File: config.mk
export PLATFORM = sky130hd
export DESIGN_NAME = spi_tx_sched
export DESIGN_NICKNAME = d
export VERILOG_FILES = /design/src/rtl/spi_sched_pkg.sv /design/src/rtl/rr_arbiter.sv /design/src/rtl/spi_tx_sched.sv
export SDC_FILE = /design/constraint.sdc
export NUM_CORES = 1
export LEC_CHECK = 0
export BUFFER_PORTS_ARGS = -buffer_cell sky130_fd_sc_hd__buf_2
export CORE_ASPECT_RATIO = 2
export CORE_MARGIN = 1
export CORE_UTILIZATION = 43
export DETAILED_ROUTE_END_ITERATION = 10
export MAX_ROUTING_LAYER = met4
export PLACE_DENSITY = 0.74
export SYNTH_ARGS = -nofsm -noshare
export SYNTH_HDL_FRONTEND = slang
export SYNTH_SLANG_ARGS = --single-unit
File: constraint.sdc
create_clock -name i_clk -period 2.15 [get_ports i_clk]
set_input_delay 0.3225 -clock i_clk [delete_from_list [all_inputs] [get_ports i_clk]]
set_output_delay 0.3225 -clock i_clk [all_outputs]
set_load 0.05 [all_outputs]
File: src/rtl/spi_sched_pkg.sv
// Shared encodings for the SPI transmit scheduler: FSM states, RX command codes,
// arbitration modes and a saturating counter helper.
package spi_sched_pkg;

    typedef enum logic [1:0] {
        ST_IDLE  = 2'b00,
        ST_ARB   = 2'b01,
        ST_OFFER = 2'b10,
        ST_XFER  = 2'b11
    } state_e;

    localparam logic [1:0] CMD_RR      = 2'b00;
    localparam logic [1:0] CMD_FIXED   = 2'b01;
    localparam logic [1:0] CMD_STICKY  = 2'b10;
    localparam logic [1:0] CMD_PTR_CLR = 2'b11;

    localparam logic [1:0] MODE_RR     = 2'b00;
    localparam logic [1:0] MODE_FIXED  = 2'b01;
    localparam logic [1:0] MODE_STICKY = 2'b10;

    function automatic logic [7:0] sat_inc8(input logic [7:0] v);
        return (v == 8'hFF) ? v : v + 8'd1;
    endfunction

endpackage

File: src/rtl/rr_arbiter.sv
// Combinational N_CH-way arbiter: rotating-pointer round-robin, fixed lowest-index
// priority, or sticky re-grant of the last channel with round-robin fallback.
module rr_arbiter
    import spi_sched_pkg::*;
#(
    parameter int N_CH = 4,
    parameter int IW   = 2
) (
    input  logic [N_CH-1:0] i_req,
    input  logic [IW-1:0]   i_ptr,
    input  logic [1:0]      i_mode,
    input  logic [IW-1:0]   i_last,
    output logic [N_CH-1:0] o_gnt,
    output logic [IW-1:0]   o_idx,
    output logic            o_any
);

    logic found_s;

    function automatic int wrap_add(input int a, input int b);
        return (a + b >= N_CH) ? (a + b - N_CH) : (a + b);
    endfunction

    // grant selection for the current mode
    always_comb begin
        found_s = 1'b0;
        o_idx   = {IW{1'b0}};
        o_any   = |i_req;
        if (i_mode == MODE_FIXED) begin
            for (int i = 0; i < N_CH; i++) begin
                if (i_req[i] && !found_s) begin
                    found_s = 1'b1;
                    o_idx   = IW'(i);
                end else begin
                    found_s = found_s;
                end
            end
        end else if ((i_mode == MODE_STICKY) && i_req[i_last]) begin
            found_s = 1'b1;
            o_idx   = i_last;
        end else begin
            for (int i = 0; i < N_CH; i++) begin
                if (i_req[wrap_add(int'(i_ptr), i)] && !found_s) begin
                    found_s = 1'b1;
                    o_idx   = IW'(wrap_add(int'(i_ptr), i));
                end else begin
                    found_s = found_s;
                end
            end
        end
        o_gnt = found_s ? ({{(N_CH-1){1'b0}}, 1'b1} << o_idx) : {N_CH{1'b0}};
    end

endmodule

File: src/rtl/spi_tx_sched.sv
// SPI slave transmit scheduler: arbitrates producer channels into one word per frame
// and decodes the RX command of each frame to pick the arbitration mode.
module spi_tx_sched
    import spi_sched_pkg::*;
#(
    parameter int                   N_CH      = 4,
    parameter int                   DATA_BITS = 16,
    parameter int                   CMD_BITS  = 2,
    parameter int                   TIMEOUT   = 255,
    parameter logic [DATA_BITS-1:0] FILL      = {DATA_BITS{1'b1}}
) (
    input  logic                      i_clk,
    input  logic                      i_rst,
    input  logic [N_CH*DATA_BITS-1:0] i_ch_data,
    input  logic [N_CH-1:0]           i_ch_valid,
    output logic [N_CH-1:0]           o_ch_ack,
    input  logic                      i_tx_req,
    input  logic                      i_busy,
    input  logic [CMD_BITS-1:0]       i_rx_buff,
    output logic [DATA_BITS-1:0]      o_tx_data,
    output logic                      o_tx_valid,
    output logic [$clog2(N_CH):0]     o_frame_ch,
    output logic [1:0]                o_mode,
    output logic [7:0]                o_abort_cnt
);

    localparam int IW = $clog2(N_CH);
    localparam int WW = $clog2(TIMEOUT + 1);

    state_e               state_r, state_nxt_s;
    logic [IW-1:0]        ptr_r, ptr_nxt_s;
    logic [IW-1:0]        last_r, last_nxt_s;
    logic [1:0]           mode_r, mode_nxt_s;
    logic [WW-1:0]        wait_r, wait_nxt_s;
    logic [7:0]           abort_r, abort_nxt_s;
    logic [DATA_BITS-1:0] tx_data_r, tx_data_nxt_s;
    logic                 tx_valid_r, tx_valid_nxt_s;
    logic [IW:0]          frame_r, frame_nxt_s;
    logic [N_CH-1:0]      ack_r, ack_nxt_s;
    logic                 cap_pend_r, cap_pend_nxt_s;

    logic [N_CH-1:0]      gnt_s;
    logic [IW-1:0]        gidx_s;
    logic                 any_s;
    logic [1:0]           cmd_s;

    rr_arbiter #(
        .N_CH (N_CH),
        .IW   (IW)
    ) u_arb (
        .i_req  (i_ch_valid),
        .i_ptr  (ptr_r),
        .i_mode (mode_r),
        .i_last (last_r),
        .o_gnt  (gnt_s),
        .o_idx  (gidx_s),
        .o_any  (any_s)
    );

    assign cmd_s = i_rx_buff[1:0];

    // next-state, latching and counter decisions
    always_comb begin
        state_nxt_s    = state_r;
        ptr_nxt_s      = ptr_r;
        last_nxt_s     = last_r;
        mode_nxt_s     = mode_r;
        wait_nxt_s     = wait_r;
        abort_nxt_s    = abort_r;
        tx_data_nxt_s  = tx_data_r;
        frame_nxt_s    = frame_r;
        ack_nxt_s      = {N_CH{1'b0}};
        cap_pend_nxt_s = cap_pend_r;
        case (state_r)
            ST_IDLE: begin
                if (i_tx_req) begin
                    state_nxt_s = ST_ARB;
                end else begin
                    state_nxt_s = ST_IDLE;
                end
            end
            ST_ARB: begin
                if (!i_tx_req) begin
                    state_nxt_s = ST_IDLE;
                    abort_nxt_s = sat_inc8(abort_r);
                    wait_nxt_s  = {WW{1'b0}};
                end else if (any_s) begin
                    state_nxt_s   = ST_OFFER;
                    ack_nxt_s     = gnt_s;
                    tx_data_nxt_s = i_ch_data[int'(gidx_s)*DATA_BITS +: DATA_BITS];
                    frame_nxt_s   = {1'b0, gidx_s};
                    last_nxt_s    = gidx_s;
                    ptr_nxt_s     = (gidx_s == IW'(N_CH - 1)) ? {IW{1'b0}} : gidx_s + IW'(1);
                    wait_nxt_s    = {WW{1'b0}};
                end else if (wait_r == WW'(TIMEOUT - 1)) begin
                    state_nxt_s   = ST_OFFER;
                    tx_data_nxt_s = FILL;
                    frame_nxt_s   = {1'b1, {IW{1'b0}}};
                    wait_nxt_s    = {WW{1'b0}};
                end else begin
                    wait_nxt_s = wait_r + WW'(1);
                end
            end
            ST_OFFER: begin
                if (i_busy) begin
                    state_nxt_s = ST_XFER;
                end else if (!i_tx_req) begin
                    state_nxt_s = ST_IDLE;
                    abort_nxt_s = sat_inc8(abort_r);
                end else begin
                    state_nxt_s = ST_OFFER;
                end
            end
            ST_XFER: begin
                // RX word is sampled one cycle after busy is first seen low
                if (cap_pend_r) begin
                    cap_pend_nxt_s = 1'b0;
                    state_nxt_s    = ST_IDLE;
                    case (cmd_s)
                        CMD_RR:      mode_nxt_s = MODE_RR;
                        CMD_FIXED:   mode_nxt_s = MODE_FIXED;
                        CMD_STICKY:  mode_nxt_s = MODE_STICKY;
                        CMD_PTR_CLR: ptr_nxt_s  = {IW{1'b0}};
                        default:     mode_nxt_s = mode_r;
                    endcase
                end else if (!i_busy) begin
                    cap_pend_nxt_s = 1'b1;
                end else begin
                    cap_pend_nxt_s = 1'b0;
                end
            end
            default: begin
                state_nxt_s = ST_IDLE;
            end
        endcase
        tx_valid_nxt_s = (state_nxt_s == ST_OFFER);
    end

    // state and output registers
    always_ff @(posedge i_clk or posedge i_rst) begin
        if (i_rst) begin
            state_r    <= ST_IDLE;
            ptr_r      <= {IW{1'b0}};
            last_r     <= {IW{1'b0}};
            mode_r     <= MODE_RR;
            wait_r     <= {WW{1'b0}};
            abort_r    <= 8'd0;
            tx_data_r  <= {DATA_BITS{1'b0}};
            tx_valid_r <= 1'b0;
            frame_r    <= {(IW+1){1'b0}};
            ack_r      <= {N_CH{1'b0}};
            cap_pend_r <= 1'b0;
        end else begin
            state_r    <= state_nxt_s;
            ptr_r      <= ptr_nxt_s;
            last_r     <= last_nxt_s;
            mode_r     <= mode_nxt_s;
            wait_r     <= wait_nxt_s;
            abort_r    <= abort_nxt_s;
            tx_data_r  <= tx_data_nxt_s;
            tx_valid_r <= tx_valid_nxt_s;
            frame_r    <= frame_nxt_s;
            ack_r      <= ack_nxt_s;
            cap_pend_r <= cap_pend_nxt_s;
        end
    end

    assign o_ch_ack    = ack_r;
    assign o_tx_data   = tx_data_r;
    assign o_tx_valid  = tx_valid_r;
    assign o_frame_ch  = frame_r;
    assign o_mode      = mode_r;
    assign o_abort_cnt = abort_r;

endmodule

==> results of run 1 <==
-- worst register-to-register path, stage by stage, from the launching register on --
cell and delay (ns):
dfrtp_2 0.44, mux2_4 0.31, a21boi_2 0.18, o2111ai_1 0.14, and3_2 0.23, buf_12 0.17, mux2_4 0.32, o221a_2 0.22
-- area by class of cell --
cell class	count	area share
Clock buffer	5	0.0319
Clock inverter	3	0.00638
Inverter	8	0.00765
Multi-Input combinational cell	213	0.406
Sequential cell	49	0.313
Tap cell	88	0.0281
Timing Repair Buffer	136	0.207
-- power groups by stage --
stage | combinational [µW] | clock, µW | sequential [µW]
CTS | 3540 | 833 | 1530
detailed placement | 3530 | 0 | 1540
finish | 3640 | 813 | 1540
global route | 3860 | 869 | 1590
floorplan | 1820 | 0 | 2370
global placement | 3470 | 0 | 1540
-- metal layers --
metal,track usage,up-vias,part of all wire
met5,-,-,0
met4,0.109,0,0.031
met3,0.0358,20,0.034
met2,0.404,85,0.56
met1,0.269,1349,0.38
li1,-,1318,-
-- logic make-up (layout without fill, tap and decap cells) --
family,after synthesis,count (layout),synth area share
XOR/XNOR,7,7,0.0208
AND/OR/NAND/NOR,107,107,0.189
AO/OA/AOI/OAI,60,60,0.164
flip-flops,49,49,0.416
adder cells (fa/ha/maj),4,4,0.0170
buffers and inverters,27,152,0.0513
multiplexers,35,35,0.142
-- synthesized netlist by cell type, types with 7 or more instances --
master and n:
dfrtp_1 49, nor3_1 35, nor2_1 19, nand2_1 17, mux2i_1 16, o21ai_0 14
o221a_2 14, mux2_4 12, buf_2 9, a21oi_1 8, inv_1 8, nor2b_1 8
mux2_2 7
-- state kept, by name, indices dropped and copies added (netlist names) --
signal and count:
cap_pend_r 1, last_r 2, o_abort_cnt 8, o_ch_ack 4, o_frame_ch 3, o_mode 2, o_tx_data 16, o_tx_valid 1
ptr_r 2, state_r 2, wait_r 8
-- final timing paths --
check,from,to,slack (ns)
max in group asynchronous,i_rst,last_r[0],1.55
max,last_r[0],o_tx_data[1],0.03
min in group i_clk,i_rx_buff[0],o_mode[0],0.30
min reg2reg,o_frame_ch[1],o_frame_ch[1],0.49
max reg2reg,last_r[0],o_tx_data[1],0.03
min,i_rst,o_abort_cnt[0],0.05
-- stage by stage --
stage	TNS, ns	total power [µW]	hold slack (ns)
after floorplan	0	4190	0.472
after global placement	0	5010	0.383
after detailed placement	0	5070	0.385
after CTS	0	5910	0.0618
after global routing	-0.127	6320	0.103
final	0	6000	0.0525
-- repair_timing --
action                                  CTS  global route
endpoints found under the setup margin    0             9
gates resized for setup                   0             4
setup buffers                             0             4
==> insert_results.sql, run 1 <==
INSERT INTO impl_metrics (metric_group, metric, value, unit) VALUES
('run_status', 'outcome', 'finished clean', ''),
('pwr', 'p_sw', '2790', 'µW'),
('critical_path', 'slowest_delay', '0.44', 'ns'),
('logic_synthesis', 'synthesized_cell_area', '0.00295', 'mm²'),
('critical_path', 'critPathMostFrequentCell', 'mux2_4', ''),
('global_routing', 'via_count_of_the_first_global_routing_pass', '2762', ''),
('timing', 'clock.fmax', '0.471', 'GHz'),
('detailed_routing', 'ant_nets', '0', ''),
('logic_synthesis', 'synth.ff_latch_count', '49', ''),
('die', 'die_area', '0.00721', 'mm²'),
('clock_network', 'clock_latency', '0.30', 'ns'),
('critical_path', 'critPathMaxFanout', '19', ''),
('placed_design', 'routabilityCongestion', '0.863', ''),
('global_routing', 'grt_start_max_net_pins', '28', ''),
('pwr', 'p_seq_frac', '0.257', ''),
('clock_network', 'cts.htree.levels', '2', ''),
('timing', 'unrepaired_setup_endpoints_after_global_routing', 'yes', ''),
('pwr', 'int_power', '3210', 'µW'),
('logic_synthesis', 'yosysTopAreaCell', 'dfrtp_1', ''),
('timing', 'timing.final.setup_violations', '0', ''),
('placed_design', 'buffer_ports.inserted', '107', ''),
('pwr', 'combPwrFrac', '0.608', ''),
('placed_design', 'worst_case_setup_slack_after_placement', '0.0261', 'ns'),
('clock_network', 'clock_tree.root_cell', 'clkbuf_16', ''),
('pwr', 'clock_power_share', '0.136', ''),
('logic_synthesis', 'synth.area.top_cells', 'dfrtp_1, mux2_4, nor3_1, mux2i_1, o221a_2', ''),
('detailed_routing', 'detailroute.via_count', '2772', ''),
('cells_and_area', 'register_area', '0.00123', 'mm²'),
('cells_and_area', 'final-instance-count-excl-fill', '502', ''),
('critical_path', 'critical_path.cell_chain', 'mux2_4 > a21boi_2 > o2111ai_1 > and3_2 > buf_12 > mux2_4 > o221a_2', ''),
('placed_design', 'detailed_place_hpwl', '5920', 'µm'),
('pwr', 'pleak', '0.00189', 'µW'),
('die', 'std_cell_rows', '42', ''),
('critical_path', 'setup.worst_path.class', 'reg2reg', ''),
('pwr', 'vdd_drop_max', '784', 'µV'),
('logic_synthesis', 'avgSynthCellArea', '10.2', 'µm²'),
('global_routing', 'overall_overflow_remaining_after_global_route', '0', ''),
('die', 'initial_utilization', '0.445', ''),
('timing', 'worstMarginPinSlew', '0.517', 'ns'),
('cells_and_area', 'final_util', '0.593', ''),
('logic_synthesis', 'syn_nets', '367', ''),
('cells_and_area', 'finish.instance_area', '0.00393', 'mm²'),
('cells_and_area', 'net_count_of_the_finished_layout', '491', ''),
('die', 'die_height', '119', 'µm'),
('cells_and_area', 'final_common_cell', 'buf_2', ''),
('logic_synthesis', 'synth_top_area_share', '0.416', ''),
('global_routing', 'globalRouteTotalUtil', '0.240', ''),
('timing', 'post-route-min-period', '2.12', 'ns'),
('logic_synthesis', 'synthDistinctLibCells', '50', ''),
('critical_path', 'reg2regPathDepth', '7', ''),
('global_routing', 'grt_first_pass_wirelength', '12600', 'µm'),
('detailed_routing', 'total_routed_wirelength', '7880', 'µm'),
('detailed_routing', 'initialDrtViolationCount', '154', ''),
('logic_synthesis', 'yosysSeqAreaShare', '0.416', ''),
('cells_and_area', 'most-common-layout-cells', 'buf_2, dfrtp_1, nor3_1', ''),
('placed_design', 'dp_cells', '490', ''),
('die', 'die_width', '60.6', 'µm'),
('clock_network', 'tritoncts', 'done', ''),
('cells_and_area', 'filler_cell_count', '620', ''),
('timing', 'timing.max_slew.rel_slack', '0.655', ''),
('logic_synthesis', 'ys.warnings.count', '0', ''),
('detailed_routing', 'route.detailed.wl_per_inst', '15.7', 'µm'),
('die', 'core_area', '0.00662', 'mm²'),
('run', 'number_of_violations_of_the_max_capacitance_limit', '0', ''),
('detailed_routing', 'drt_drc_violations_left', '0', ''),
('clock_network', 'clk_pin_slew', '0.07', 'ns'),
('logic_synthesis', 'dominantRegCellSynth', 'dfrtp_1', ''),
('logic_synthesis', 'synth-edff-count', '0', ''),
('cells_and_area', 'area_growth', '33.1', '%'),
('critical_path', 'critical_path.endpoint_type', 'flip-flop', ''),
('detailed_routing', 'avgViaCountPerCell', '5.52', '');
(Power assumes the default switching activity.)
==> inputs of run 2 (changes only) <==
--- a/config.mk
+++ b/config.mk
@@ -6,12 +6,14 @@
 export NUM_CORES = 1
 export LEC_CHECK = 0
 export BUFFER_PORTS_ARGS = -buffer_cell sky130_fd_sc_hd__buf_2
+export CELL_PAD_IN_SITES_DETAIL_PLACEMENT = 2
+export CELL_PAD_IN_SITES_GLOBAL_PLACEMENT = 2
 export CORE_ASPECT_RATIO = 2
 export CORE_MARGIN = 1
-export CORE_UTILIZATION = 43
+export CORE_UTILIZATION = 32
 export DETAILED_ROUTE_END_ITERATION = 10
 export MAX_ROUTING_LAYER = met4
-export PLACE_DENSITY = 0.74
+export PLACE_DENSITY_LB_ADDON = 0.1
 export SYNTH_ARGS = -nofsm -noshare
 export SYNTH_HDL_FRONTEND = slang
 export SYNTH_SLANG_ARGS = --single-unit
==> constraint.sdc (replaced) <==
create_clock -name i_clk -period 2.5 [get_ports i_clk]
set_input_delay 0.375 -clock i_clk [delete_from_list [all_inputs] [get_ports i_clk]]
set_output_delay 0.375 -clock i_clk [all_outputs]
set_load 0.05 [all_outputs]
==> insert_results.sql, run 2 (synthesized netlist as in run 1, its figures left out) <==
INSERT INTO impl_metrics (metric_group, metric, value, unit) VALUES
('critical_path', 'critPathMaxFanout', '25', ''),
('die', 'initial_utilization', '0.329', ''),
('timing', 'unrepaired_setup_endpoints_after_global_routing', 'no', ''),
('clock_network', 'cts.sinks', '49', ''),
('timing', 'timing.final.setup_violations', '0', ''),
('global_routing', 'overall_overflow_remaining_after_global_route', '0', ''),
('clock_network', 'hold_buffers', '0', ''),
('global_routing', 'grt_start_max_net_pins', '26', ''),
('critical_path', 'critical_path.endpoint_type', 'flip-flop', ''),
('critical_path', 'start_kind', 'flip-flop', ''),
('die', 'core_area', '0.00895', 'mm²'),
('die', 'num_io_pins', '108', ''),
('cells_and_area', 'largest_reg_flops', '16', ''),
('timing', 'final-hold-violation-count', '0', ''),
('timing', 'clock.fmax', '0.451', 'GHz'),
('critical_path', 'worst_ep_arrival_time', '2.41', 'ns'),
('global_routing', 'globalRouteTotalUtil', '0.211', ''),
('detailed_routing', 'first_pass_iters', '4', ''),
('placed_design', 'detailed_place_hpwl', '7460', 'µm'),
('clock_network', 'post_cts.repair.setup_buffers', '0', ''),
('detailed_routing', 'route.detailed.wl_per_inst', '19.1', 'µm'),
('timing', 'timing.max_slew.rel_slack', '0.655', ''),
('die', 'die_area', '0.00963', 'mm²'),
('pwr', 'totalPowerFinal', '5200', 'µW'),
('global_routing', 'grt_first_pass_wirelength', '15200', 'µm'),
('die', 'die_height', '138', 'µm'),
('cells_and_area', 'final_layout_size_suffix_gt1_frac', '0.435', ''),
('critical_path', 'critPathRequiredTime', '2.69', 'ns'),
('detailed_routing', 'wl_met3', '254', 'µm'),
('cells_and_area', 'net_count_of_the_finished_layout', '477', ''),
('detailed_routing', 'ant_nets', '0', ''),
('detailed_routing', 'avgViaCountPerCell', '5.42', ''),
('die', 'die_width', '69.9', 'µm'),
('pwr', 'vdd_drop_max', '661', 'µV'),
('critical_path', 'setup.worst_path.class', 'reg2reg', ''),
('detailed_routing', 'wirelength_met1', '3220', 'µm'),
('run_status', 'outcome', 'finished clean', ''),
('hold_path', 'worst_hold_path_type', 'in2async', ''),
('clock_network', 'numCtsBuffers', '5', ''),
('cells_and_area', 'area_growth', '30.2', '%'),
('critical_path', 'reg2regPathDepth', '7', ''),
('timing', 'worstMarginPinSlew', '0.512', 'ns'),
('cells_and_area', 'n_antenna_cell', '0', ''),
('clock_network', 'clockBufferDepth', '2', ''),
('detailed_routing', 'detailroute.via_count', '2723', ''),
('placed_design', 'dp_cells', '494', ''),
('pwr', 'power.density_cell_area', '1350', 'mW/mm²'),
('pwr', 'pleak', '0.00184', 'µW'),
('clock_network', 'clk_pin_slew', '0.07', 'ns'),
('timing', 'number_of_max_slew_violations_in_the_final_report', '0', ''),
('timing', 'fin_crit_sh', '0.888', ''),
('clock_network', 'cts_resized', '0', ''),
('detailed_routing', 'total_routed_wirelength', '9580', 'µm'),
('clock_network', 'clock_latency', '0.30', 'ns'),
('die', 'std_cell_rows', '49', ''),
('timing', 'total_negative_setup_slack', '0', 'ns'),
('cells_and_area', 'final_common_cell', 'buf_2', ''),
('detailed_routing', 'dr.max_layer_used', 'met4', ''),
('placed_design', 'buffer_ports.inserted', '107', ''),
('run', 'number_of_violations_of_the_max_capacitance_limit', '0', ''),
('detailed_routing', 'initialDrtViolationCount', '36', ''),
('detailed_routing', 'dr_wl_met2', '5900', 'µm'),
('clock_network', 'clock_tree.root_cell', 'clkbuf_16', ''),
('clock_network', 'tritoncts', 'done', ''),
('placed_design', 'routabilityCongestion', '0.751', ''),
('cells_and_area', 'most-common-layout-cells', 'buf_2, dfrtp_1, nor3_1', ''),
('global_routing', 'via_count_of_the_first_global_routing_pass', '3046', ''),
('timing', 'finalClockSkew', '0.00843', 'ns'),
('cells_and_area', 'final-instance-count-excl-fill', '502', ''),
('timing', 'post-route-min-period', '2.22', 'ns'),
('clock_network', 'cts.htree.levels', '2', ''),
('global_routing', 'grt_antenna_before_repair', '0', ''),
('detailed_routing', 'drt_drc_violations_left', '0', '');
run 2: final cells by class:
type / instances / area [µm²]
inverter: 8 / 30.0
sequential: 49 / 1230
multi-input combinational: 213 / 1590
tap: 102 / 128
timing repair buffer: 122 / 673
clock buffer: 5 / 125
fill: 1018 / 5110
clock inverter: 3 / 68.8
run 2: metrics by stage:
stage	hold WS, ns	setup WS [ns]	util	instance area, µm²
floorplan	0.472	0.256	-	2950
CTS	0.0477	0.268	0.429	3840
finish	0.0369	0.281	0.429	3840
global placement	0.364	0.301	0.407	3640
global route	0.0587	0.176	0.429	3840
detailed placement	0.369	0.275	0.407	3640
run 2: where the power goes:
group	switching [µW]	internal (µW)
Clock	323	577
Combinational	1850	1120
Sequential	262	1080
run 2: path summary, 6_finish.rpt:
check	endpoint	from	slack, ns
worst max-delay path	o_tx_data[14]	last_r[0]	0.28
worst min-delay path	o_tx_data[4]	i_rst	0.04
worst max register to register	o_tx_data[14]	last_r[0]	0.28
worst min register to register	o_abort_cnt[6]	o_abort_cnt[6]	0.49
max in group asynchronous	last_r[0]	i_rst	1.88
min in group i_clk	o_mode[1]	i_rx_buff[1]	0.35
run 2: critical path: stages (launching register included):
cell     delay (ns)
dfrtp_1        0.46
mux2_4         0.34
a22o_1         0.18
nand3_1        0.09
and3_2         0.24
buf_12         0.21
mux2_2         0.36
o221a_2        0.22
run 2: metal layers:
metal,global-route usage,vias up
li1,-,1284
met1,0.193,1368
met4,0.0756,0
met5,-,-
met2,0.430,60
met3,0.0293,11
